File: src/rtl/adc_axis_packetizer.sv
// adc_axis_packetizer
// Frames the free-running ADC sample stream into fixed-length AXI-Stream
// packets for the DMA engine. A two-entry {data, last} buffer decouples the
// ADC side from DMA backpressure. The completed-packet count and the busy
// flag are returned to the status register.

module adc_axis_packetizer #(
   parameter int DATA_WIDTH = 32
) (
   input  logic                  aclk,
   input  logic                  aresetn,
   input  logic [31:0]           cfg,
   input  logic [DATA_WIDTH-1:0] s_axis_tdata,
   input  logic                  s_axis_tvalid,
   output logic                  s_axis_tready,
   output logic [DATA_WIDTH-1:0] m_axis_tdata,
   output logic                  m_axis_tvalid,
   output logic                  m_axis_tlast,
   input  logic                  m_axis_tready,
   output logic [31:0]           packet_count,
   output logic                  busy
);

   typedef enum logic [1:0] {
      IDLE  = 2'd0,
      RUN   = 2'd1,
      DRAIN = 2'd2
   } state_t;

   state_t                state_q, state_d;
   logic [30:0]           len_q, len_d;
   logic [30:0]           beat_q, beat_d;
   logic [1:0]            cnt_q, cnt_d;
   logic [DATA_WIDTH-1:0] data0_q, data0_d;
   logic [DATA_WIDTH-1:0] data1_q, data1_d;
   logic                  last0_q, last0_d;
   logic                  last1_q, last1_d;
   logic [31:0]           pkt_cnt_q, pkt_cnt_d;

   logic                  cfg_start;
   logic                  in_ready;
   logic                  wr_en;
   logic                  rd_en;
   logic                  in_last;

   // Handshake decode. Input readiness looks only at the registered entry
   // count, so a full buffer that drains this cycle stays closed until the
   // next cycle. Entry 0 is always the head of the buffer.
   always_comb begin
      cfg_start = cfg[31] && (cfg[30:0] != 31'd0);
      in_ready  = (state_q == IDLE) || ((state_q == RUN) && (cnt_q != 2'd2));
      wr_en     = (state_q == RUN) && s_axis_tvalid && (cnt_q != 2'd2);
      rd_en     = (cnt_q != 2'd0) && m_axis_tready;
      in_last   = (beat_q == (len_q - 31'd1));
   end

   // Outputs are forced to zero while reset is held, independent of the
   // register contents, so nothing partial leaks out during reset.
   always_comb begin
      s_axis_tready = aresetn && in_ready;
      m_axis_tvalid = aresetn && (cnt_q != 2'd0);
      m_axis_tlast  = aresetn && (cnt_q != 2'd0) && last0_q;
      m_axis_tdata  = aresetn ? data0_q : '0;
      packet_count  = pkt_cnt_q;
      busy          = aresetn && ((state_q != IDLE) || (cnt_q != 2'd0));
   end

   // Framing state machine: length and enable are sampled only in IDLE and
   // on the accept of a packet's final beat, so mid-packet cfg writes wait.
   always_comb begin
      state_d = state_q;
      len_d   = len_q;
      beat_d  = beat_q;
      case (state_q)
         IDLE: begin
            if (cfg_start) begin
               len_d   = cfg[30:0];
               beat_d  = 31'd0;
               state_d = RUN;
            end
         end
         RUN: begin
            if (wr_en) begin
               if (in_last) begin
                  beat_d = 31'd0;
                  if (cfg_start) begin
                     len_d = cfg[30:0];
                  end else begin
                     state_d = DRAIN;
                  end
               end else begin
                  beat_d = beat_q + 31'd1;
               end
            end
         end
         DRAIN: begin
            if (cnt_q == 2'd0) begin
               state_d = IDLE;
            end
         end
         default: begin
            state_d = IDLE;
         end
      endcase
   end

   // Two-entry shift buffer: a read shifts entry 1 into the head; a write
   // fills the first free slot, or the head when a read empties it together.
   always_comb begin
      cnt_d   = cnt_q;
      data0_d = data0_q;
      data1_d = data1_q;
      last0_d = last0_q;
      last1_d = last1_q;
      if (wr_en && rd_en) begin
         data0_d = s_axis_tdata;
         last0_d = in_last;
      end else if (wr_en) begin
         cnt_d = cnt_q + 2'd1;
         if (cnt_q == 2'd0) begin
            data0_d = s_axis_tdata;
            last0_d = in_last;
         end else begin
            data1_d = s_axis_tdata;
            last1_d = in_last;
         end
      end else if (rd_en) begin
         cnt_d   = cnt_q - 2'd1;
         data0_d = data1_q;
         last0_d = last1_q;
      end
   end

   // Completed packets are counted when the tlast beat leaves on m_axis.
   always_comb begin
      pkt_cnt_d = pkt_cnt_q;
      if (rd_en && last0_q) begin
         pkt_cnt_d = pkt_cnt_q + 32'd1;
      end
   end

   // State register with synchronous active-low reset; buffered data is
   // discarded on reset.
   always_ff @(posedge aclk) begin
      if (!aresetn) begin
         state_q   <= IDLE;
         len_q     <= 31'd0;
         beat_q    <= 31'd0;
         cnt_q     <= 2'd0;
         data0_q   <= '0;
         data1_q   <= '0;
         last0_q   <= 1'b0;
         last1_q   <= 1'b0;
         pkt_cnt_q <= 32'd0;
      end else begin
         state_q   <= state_d;
         len_q     <= len_d;
         beat_q    <= beat_d;
         cnt_q     <= cnt_d;
         data0_q   <= data0_d;
         data1_q   <= data1_d;
         last0_q   <= last0_d;
         last1_q   <= last1_d;
         pkt_cnt_q <= pkt_cnt_d;
      end
   end

endmodule

File: config.mk
export PLATFORM = sky130hd
export DESIGN_NAME = adc_axis_packetizer
export DESIGN_NICKNAME = d
export VERILOG_FILES = /design/src/rtl/adc_axis_packetizer.sv
export SDC_FILE = /design/constraint.sdc
export NUM_CORES = 1
export LEC_CHECK = 0
export ABC_AREA = 0
export BUFFER_PORTS_ARGS = -buffer_cell sky130_fd_sc_hd__clkbuf_2
export CELL_PAD_IN_SITES_DETAIL_PLACEMENT = 1
export CELL_PAD_IN_SITES_GLOBAL_PLACEMENT = 2
export CORE_UTILIZATION = 33
export CTS_BUF_LIST = sky130_fd_sc_hd__clkbuf_16
export CTS_CLUSTER_DIAMETER = 100
export DETAILED_ROUTE_END_ITERATION = 6
export PLACE_DENSITY_LB_ADDON = 0.1
export SLEW_MARGIN = 30
export SYNTH_ARGS = -nofsm -noshare
export SYNTH_HDL_FRONTEND = slang
export SYNTH_SLANG_ARGS = --single-unit
export TNS_END_PERCENT = 5
File: constraint.sdc
create_clock -name aclk -period 3.5 [get_ports aclk]
set_input_delay 0.175 -clock aclk [delete_from_list [all_inputs] [get_ports aclk]]
set_output_delay 0.175 -clock aclk [all_outputs]
set_load 0.03 [all_outputs]
# Yosys cells after proc, flatten, opt, wreduce, memory -nomap -nowiden
# Cells that the tools add are included.
# op_classes
addsub	5
eq_ne	10
mux	25
bitwise	2
reduce_logical	27
# op_table
cell	n
$mux 31	6
$mux 32	5
$pmux 31 s2	2
$add 32x1->32 const B	1
$add 31x1->31 const B	1
$eq 31x31->1	1
$reduce_bool 31->1	1
$sub 31x1->31 const B	1
$mux 2	7
$ne 2x2->1 const B	6
$logic_and 1x1->1	11
$reduce_and 3->1	3
$reduce_bool 2->1	4
$pmux 2 s3	1
$reduce_and 5->1	1
$logic_not 2->1	2
$mux 1	4
$reduce_and 2->1	2
$ne 3x1->1 const B	1
$reduce_bool 3->1	1
$add 2x1->2 const B	1
$eq 2x1->1 const B	1
$eq 2x2->1 const B	1
$logic_or 1x1->1	2
other kinds (2)	3
# word_totals
reg_bits	164
inputBits	68
out_inout_bits	68

# Longest topological paths before layout
# Gate-level depths: netlist of the first run.
# logic_depth
depth_word	6
ltp_mapped	11
mapped_depth_nobuf	10

# Worst setup path after synthesis of the first run
# No wires, ideal clock.
# synth_timing
path_kind	register -> register
start	reg len_q[18]
end	reg beat_q[0]
arrival_time_ns	2.915
path_slack_ns	0.452
path_stages_with_launch	11
period_less_slack_ns	3.048
path_cell_list	dfxtp_1 buf_6 or4_4 or4_4 xor2_1 o41a_1 nor4_2 o21ai_2 o21ai_4 buf_6 o22ai_1
# synth_between
elab_chain_len	5
# synth_lines
element	line	rtl
from (decl)	31	logic [30:0] len_q, len_d;
from (signal assigned)	157	len_q <= len_d;
$sub 31x1->31	54	in_last = (beat_q == (len_q - 31'd1));
$eq 31x31->1	54	
$mux 31	84	if (in_last) begin
$mux 31	83	if (wr_en) begin
$pmux 31 s2	74	case (state_q)
to (signal assigned)	158	beat_q <= beat_d;
to (decl)	32	logic [30:0] beat_q, beat_d;
# Every way passes these cells. The select of a mux whose other input is x is not followed.
# A chain may end at the register's enable or synchronous reset.

# Final worst setup path of the first run
# layout_timing
start	reg len_q[11]
end	reg len_q[28]
# layout_between
elab_chain_len	4
# layout_lines
element	line
$sub 31x1->31	54
$eq 31x31->1	54
$ne 2x2->1 (no source line)	-
$reduce_and 3->1 (no source line)	-
# Every way passes these cells.

==> out/results.ini, run 1 <==
[sta]
max_freq_mhz=300
slew_headroom_pct=47.8
finalHoldViolCount=0
setup-violations-final=0
tns_ps=0
fin_worst_skew_ps=8.94
worst_pin_slew_ps=782
finalWorstPathRequiredPeriod_ps=3330
rsz0062_at_grt=false
fin_crit_sh_pct=95.2
slew_violations=0

[setup_path]
cp.required_ps=3850
r2r.worst_path.cells=9
critPathArrivalTime_ps=3690
cp-start-kind=register
path_class=register to register
setup.worst_path.end_class=register
cp_max_fo=15

[logic_synthesis]
yosysWarnings=0
synth-main-ff-cell=dfxtp_1
synth-edff-count=0
synthDistinctLibCells=66
synth_compound_area_share_pct=13.7
synth.cell_area_sq_um=8430
synth_seq_cells=164
synthXorXnorAreaFrac_pct=9.76
synthArstFlopShare_pct=0
synthAdderAreaFrac_pct=0.593
syn-instance-count=1051
yosysSeqAreaShare_pct=38.9
synth_area_per_cell_sq_um=8.02
yosys.area_share.simple_pct=29.0
syn_nets=1123
synth_top_family_by_area=simple AND/OR/NAND/NOR gates
synthMuxAreaShare_pct=4.15

[layout]
nFillCells=3120
drive_above_1_share_pct=17.7
final_cell_mix=239 x nand2_1, 164 x dfxtp_1, 134 x clkbuf_2
postLayoutCellArea_sq_um=10700
seq_area_sq_um=3280
syn2layout_area_growth_pct=26.3
layout_commonest_cell=nand2_1
nNetsFinal=1298
multi_input_area_sq_um=4840

[cts]
cts_sinks=164
clkLatencyLatePin_ps=430
cts_tree=built
cts_max_level=4
clk_path_buf_depth=2
clk_pin_slew_ps=70
cts_setup_buffers=0
root_buffer=clkbuf_16
cts_made_buffers=17

[place]
gp_congestion=0.856
placed_cell_area_sq_um=9570
detailed_place_hpwl_microns=18300
io_buffers=135

[pwr]
vdd_drop_max_mv=0.320
leakagePower_nw=4.03
p_clk_share_pct=35.3
power.share.sequential_pct=39.6
p_switching_w=0.00183
swShare_pct=33.4
p_per_area_nw_per_um2=515
comb_power_share_pct=25.2
p_int_w=0.00365

[global_route]
grt_max_degree=79
grt_pass1_vias=8037
grt_overflow=0
grt_util_all_layers_pct=20.2
antenna_found_initial=1
grt_pass1_wl_microns=42400

[route]
via_count=8016
routedWlPerCell_microns=16.5
post-route-drc-count=0
drtAntennaViolNets=0
vias_per_cell=5.11
totalWireLength_microns=25900
initialDrtViolationCount=321
drt_first_pass_iters=5

[worst_hold_path]
hold_depth=3
hold_path.class=input pin to register

[floorplan]
rows=58
die-area_sq_um=26200
start_util_pct=33.6
die_y_microns=162
ioPinCount=136
core_area_sq_um=25100
die_w_microns=162

[run]
maxCapViolations=0

[status]
status=finished, final reports clean

-- metal layers --
layer	GRT usage (%)	vias up	wire length [microns]
li1	-	4016	-
met1	26.9	3861	12400
met2	33.4	112	12100
met3	3.35	27	878
met4	6.09	0	436
met5	0	-	0
-- cell usage after synthesis, types with 3 or more instances --
cell | count | area, sq um
nor3_1 | 18 | 90.1
a31oi_1 | 3 | 18.8
clkbuf_1 | 51 | 191
xor2_1 | 45 | 394
mux2i_1 | 35 | 350
nor4_1 | 20 | 125
buf_1 | 5 | 18.8
a211oi_1 | 26 | 195
inv_1 | 8 | 30.0
xnor2_1 | 49 | 429
o22ai_1 | 3 | 18.8
nand2_1 | 239 | 897
nor3b_1 | 6 | 45.0
a21oi_1 | 53 | 265
a21boi_0 | 4 | 30.0
and4_1 | 4 | 35.0
nor2_1 | 80 | 300
or3_1 | 8 | 50.1
and2_1 | 44 | 275
nor2b_1 | 5 | 31.3
o211ai_1 | 5 | 37.5
o21ai_0 | 11 | 55.1
nand4b_1 | 3 | 26.3
dfxtp_1 | 164 | 3280
nand3_1 | 28 | 140
and3_1 | 15 | 93.8
ha_1 | 4 | 50.1
buf_6 | 7 | 78.8
nand4_1 | 24 | 150
nand2b_1 | 6 | 37.5
a311oi_1 | 33 | 289
-- layout make-up --
class | instances | share of cell area (%)
clock inverter | 14 | 1.57
tap | 330 | 3.88
sequential | 164 | 30.8
clock buffer | 17 | 3.99
inverter | 10 | 0.364
antenna | 1 | 0.0235
timing repair buffer | 219 | 13.9
multi-input combinational | 814 | 45.5
-- worst paths after layout --
path / from / slack (ps) / end
worst max-delay path: len_q[11] / 170 / len_q[28]
worst min-delay path: cfg[13] / 3 / len_q[13]
worst max register to register: len_q[11] / 170 / len_q[28]
worst min register to register: data1_q[14] / 460 / data1_q[14]
-- sequential cells by signal, summed over array words and instances (netlist names), 2 cells and up --
signal,count
beat_q,31
cnt_q,2
data0_q,32
data1_q,32
len_q,31
packet_count,32
state_q,2
-- critical path: stages (launching register included) --
cell and delay, ps:
dfxtp_1 340, nor4_1 530, nand2_1 290, or4_1 540
and3_1 170, o31ai_1 410, nand4_1 260, o21ai_4 280
buf_12 200, mux2i_1 200
-- power by group through the flow --
stage,Combinational (W),Sequential [W],Clock (W)
5_1_grt,0.00153,0.00220,0.00208
4_1_cts,0.00139,0.00217,0.00198
6_report,0.00138,0.00217,0.00193
3_5_place_dp,0.00135,0.00221,0
2_1_floorplan,0.000947,0.00218,0
3_3_place_gp,0.00133,0.00221,0
-- metrics by stage --
| stage | setup WS, ps | utilization, % | power [W] | std cells | hold WS [ps] |
|---|---|---|---|---|---|
| after global routing | 13.7 | 42.4 | 0.00581 | 1568 | 9.42 |
| final | 167 | 42.4 | 0.00548 | 1569 | 2.57 |
| after CTS | 178 | 42.4 | 0.00555 | 1568 | 1.06 |
| after floorplan | 452 | - | 0.00313 | 1051 | 311 |
| after global placement | 307 | 38.1 | 0.00354 | 1489 | 415 |
| after detailed placement | 208 | 38.1 | 0.00356 | 1489 | 422 |
-- logic make-up after synthesis --
logic type,count (synthesis)
AOI/OAI and AO/OA,164
xor gates and xnor gates,94
adders and majority gates,4
buffers and inverters,73
DFF,164
muxes,35
and+or+nand+nor,517
-- what timing repair did --
item                                   CTS  global route
hold buffers                            48             0
setup endpoints to repair                0            46
endpoints found under the hold margin   62             0
gates resized for setup                  0             1
Power figures use the tool's default switching activity.
==> inputs of run 2 (changes only) <==
--- a/config.mk
+++ b/config.mk
@@ -13,7 +13,7 @@
 export CTS_BUF_LIST = sky130_fd_sc_hd__clkbuf_16
 export CTS_CLUSTER_DIAMETER = 100
 export DETAILED_ROUTE_END_ITERATION = 6
-export PLACE_DENSITY_LB_ADDON = 0.1
+export PLACE_DENSITY = 0.81
 export SLEW_MARGIN = 30
 export SYNTH_ARGS = -nofsm -noshare
 export SYNTH_HDL_FRONTEND = slang
==> run 2 against run 1 <==
  * Count of clock-buffer cells in the layout stayed put
  * Sequential power barely moved
  * Sequential share of layout area down 0.10 points
  * Combinational power about the same
  * Setup slack better by 58 ps
  * Clock skew rose by 7.0 ps
  * Critical path type unchanged
  * Largest power group unchanged
  * Highest routed layer unchanged
==> out/results.ini, run 2 (synthesis results as in run 1) <==
[floorplan]
ioPinCount=136
rows=58
die_w_microns=162
die-area_sq_um=26200
start_util_pct=33.6
core_area_sq_um=25100
die_y_microns=162

[sta]
setup_ws_ps=225
slew_headroom_pct=58.8
max_freq_mhz=305
fin_worst_skew_ps=16.0
fin_crit_sh_pct=93.6
tns_ps=0
finalWorstPathRequiredPeriod_ps=3270
finalHoldViolCount=0
setup-violations-final=0
slew_violations=0
worst_pin_slew_ps=613
rsz0062_at_grt=false

[setup_path]
setup.worst_path.end_class=register
r2r.worst_path.cells=9
cp-start-kind=register
path_class=register to register
critPathArrivalTime_ps=3580
r2r_start=len_q[19]
cp_max_fo=31
r2r-end=beat_q[1]
cp.required_ps=3810
r2r_slack_ps=230

[cts]
cts_sinks=164
clkLatencyLatePin_ps=440
cts_max_level=4
root_buffer=clkbuf_16
cts_tree=built
post_cts_resized=0
cts_made_buffers=17
clk_path_buf_depth=2
clk_pin_slew_ps=70

[layout]
final_cell_mix=239 x nand2_1, 164 x dfxtp_1, 134 x clkbuf_2
multi_input_area_sq_um=4840
nNetsFinal=1304
nFillCells=3092
syn2layout_area_growth_pct=26.8
diodes=0
layout_commonest_cell=nand2_1
drive_above_1_share_pct=17.3
seq_area_sq_um=3280

[worst_hold_path]
hold_path.class=input pin to register
hold_depth=3
hold_end=len_q[14]
min-delay-start=cfg[14]

[global_route]
grt_util_all_layers_pct=20.3
grt_pass1_wl_microns=42700
grt_pass1_vias=8245
grt_overflow=0
grt_max_degree=49
antenna_found_initial=0

[route]
vias_per_cell=5.19
routedWlPerCell_microns=16.5
drtAntennaViolNets=0
drt_first_pass_iters=5
via_count=8173
totalWireLength_microns=25900
post-route-drc-count=0
initialDrtViolationCount=385

[pwr]
power.total_w=0.00544
leakagePower_nw=4.04
vdd_drop_max_mv=0.305
p_per_area_nw_per_um2=509

[place]
detailed_place_hpwl_microns=18200
gp_congestion=0.892
io_buffers=135
pre_cts_ws_ps=251

[status]
status=finished, final reports clean

[run]
maxCapViolations=0

[run 2: layer usage]
layer	track usage, %	wire length [microns]	part of all wire [%]
met2	32.8	11700	45
met5	0	0	0
met3	4.75	1270	4.9
met4	6.65	473	1.8
met1	26.6	12400	48
[run 2: cell type report]
cell class	count	area share, %
Timing Repair Buffer	225	14.3
Inverter	10	0.363
Sequential cell	164	30.7
Clock buffer	17	3.98
Multi-Input combinational cell	814	45.3
Tap cell	330	3.86
Clock inverter	15	1.51
[run 2: per-stage QoR]
| step | hold WS [ps] | util, % | cells | area [sq um] |
|---|---|---|---|---|
| floorplan | 311 | - | 1051 | 8430 |
| global placement | 415 | 37.9 | 1485 | 9520 |
| detailed placement | 421 | 37.9 | 1485 | 9520 |
| CTS | 5.84 | 42.6 | 1575 | 10700 |
| global route | 24.4 | 42.6 | 1575 | 10700 |
| finish | 12.2 | 42.6 | 1575 | 10700 |
[run 2: worst max-delay path, cell delays in order, from the launching register on]
cell,delay (ps)
dfxtp_1,380
or4_4,560
or4_4,540
xor2_1,150
o41a_1,430
nor4_2,430
o21ai_2,150
o21ai_4,190
buf_12,210
o22ai_1,100
[run 2: report_power, final]
part	total (W)	internal, W	switching (W)
Sequential	0.00217	0.00205	0.000120
Combinational	0.00137	0.000522	0.000848
Clock	0.00190	0.00102	0.000884
[run 2: what timing repair did]
item | 4_1_cts | 5_1_grt
buffers inserted | 0 | 0
hold buffers | 58 | 0
endpoints found under the hold margin | 83 | 0
endpoints found under the setup margin | 0 | 0
[run 2: worst max-delay path by stage]
stage	from	to	depth (start not counted)
finish	len_q[19]	beat_q[1]	9
global route	len_q[0]	len_q[19]	12
CTS	len_q[19]	beat_q[1]	9
detailed placement	len_q[19]	beat_q[1]	9
global placement	len_q[19]	beat_q[0]	9
floorplan	len_q[18]	beat_q[0]	10
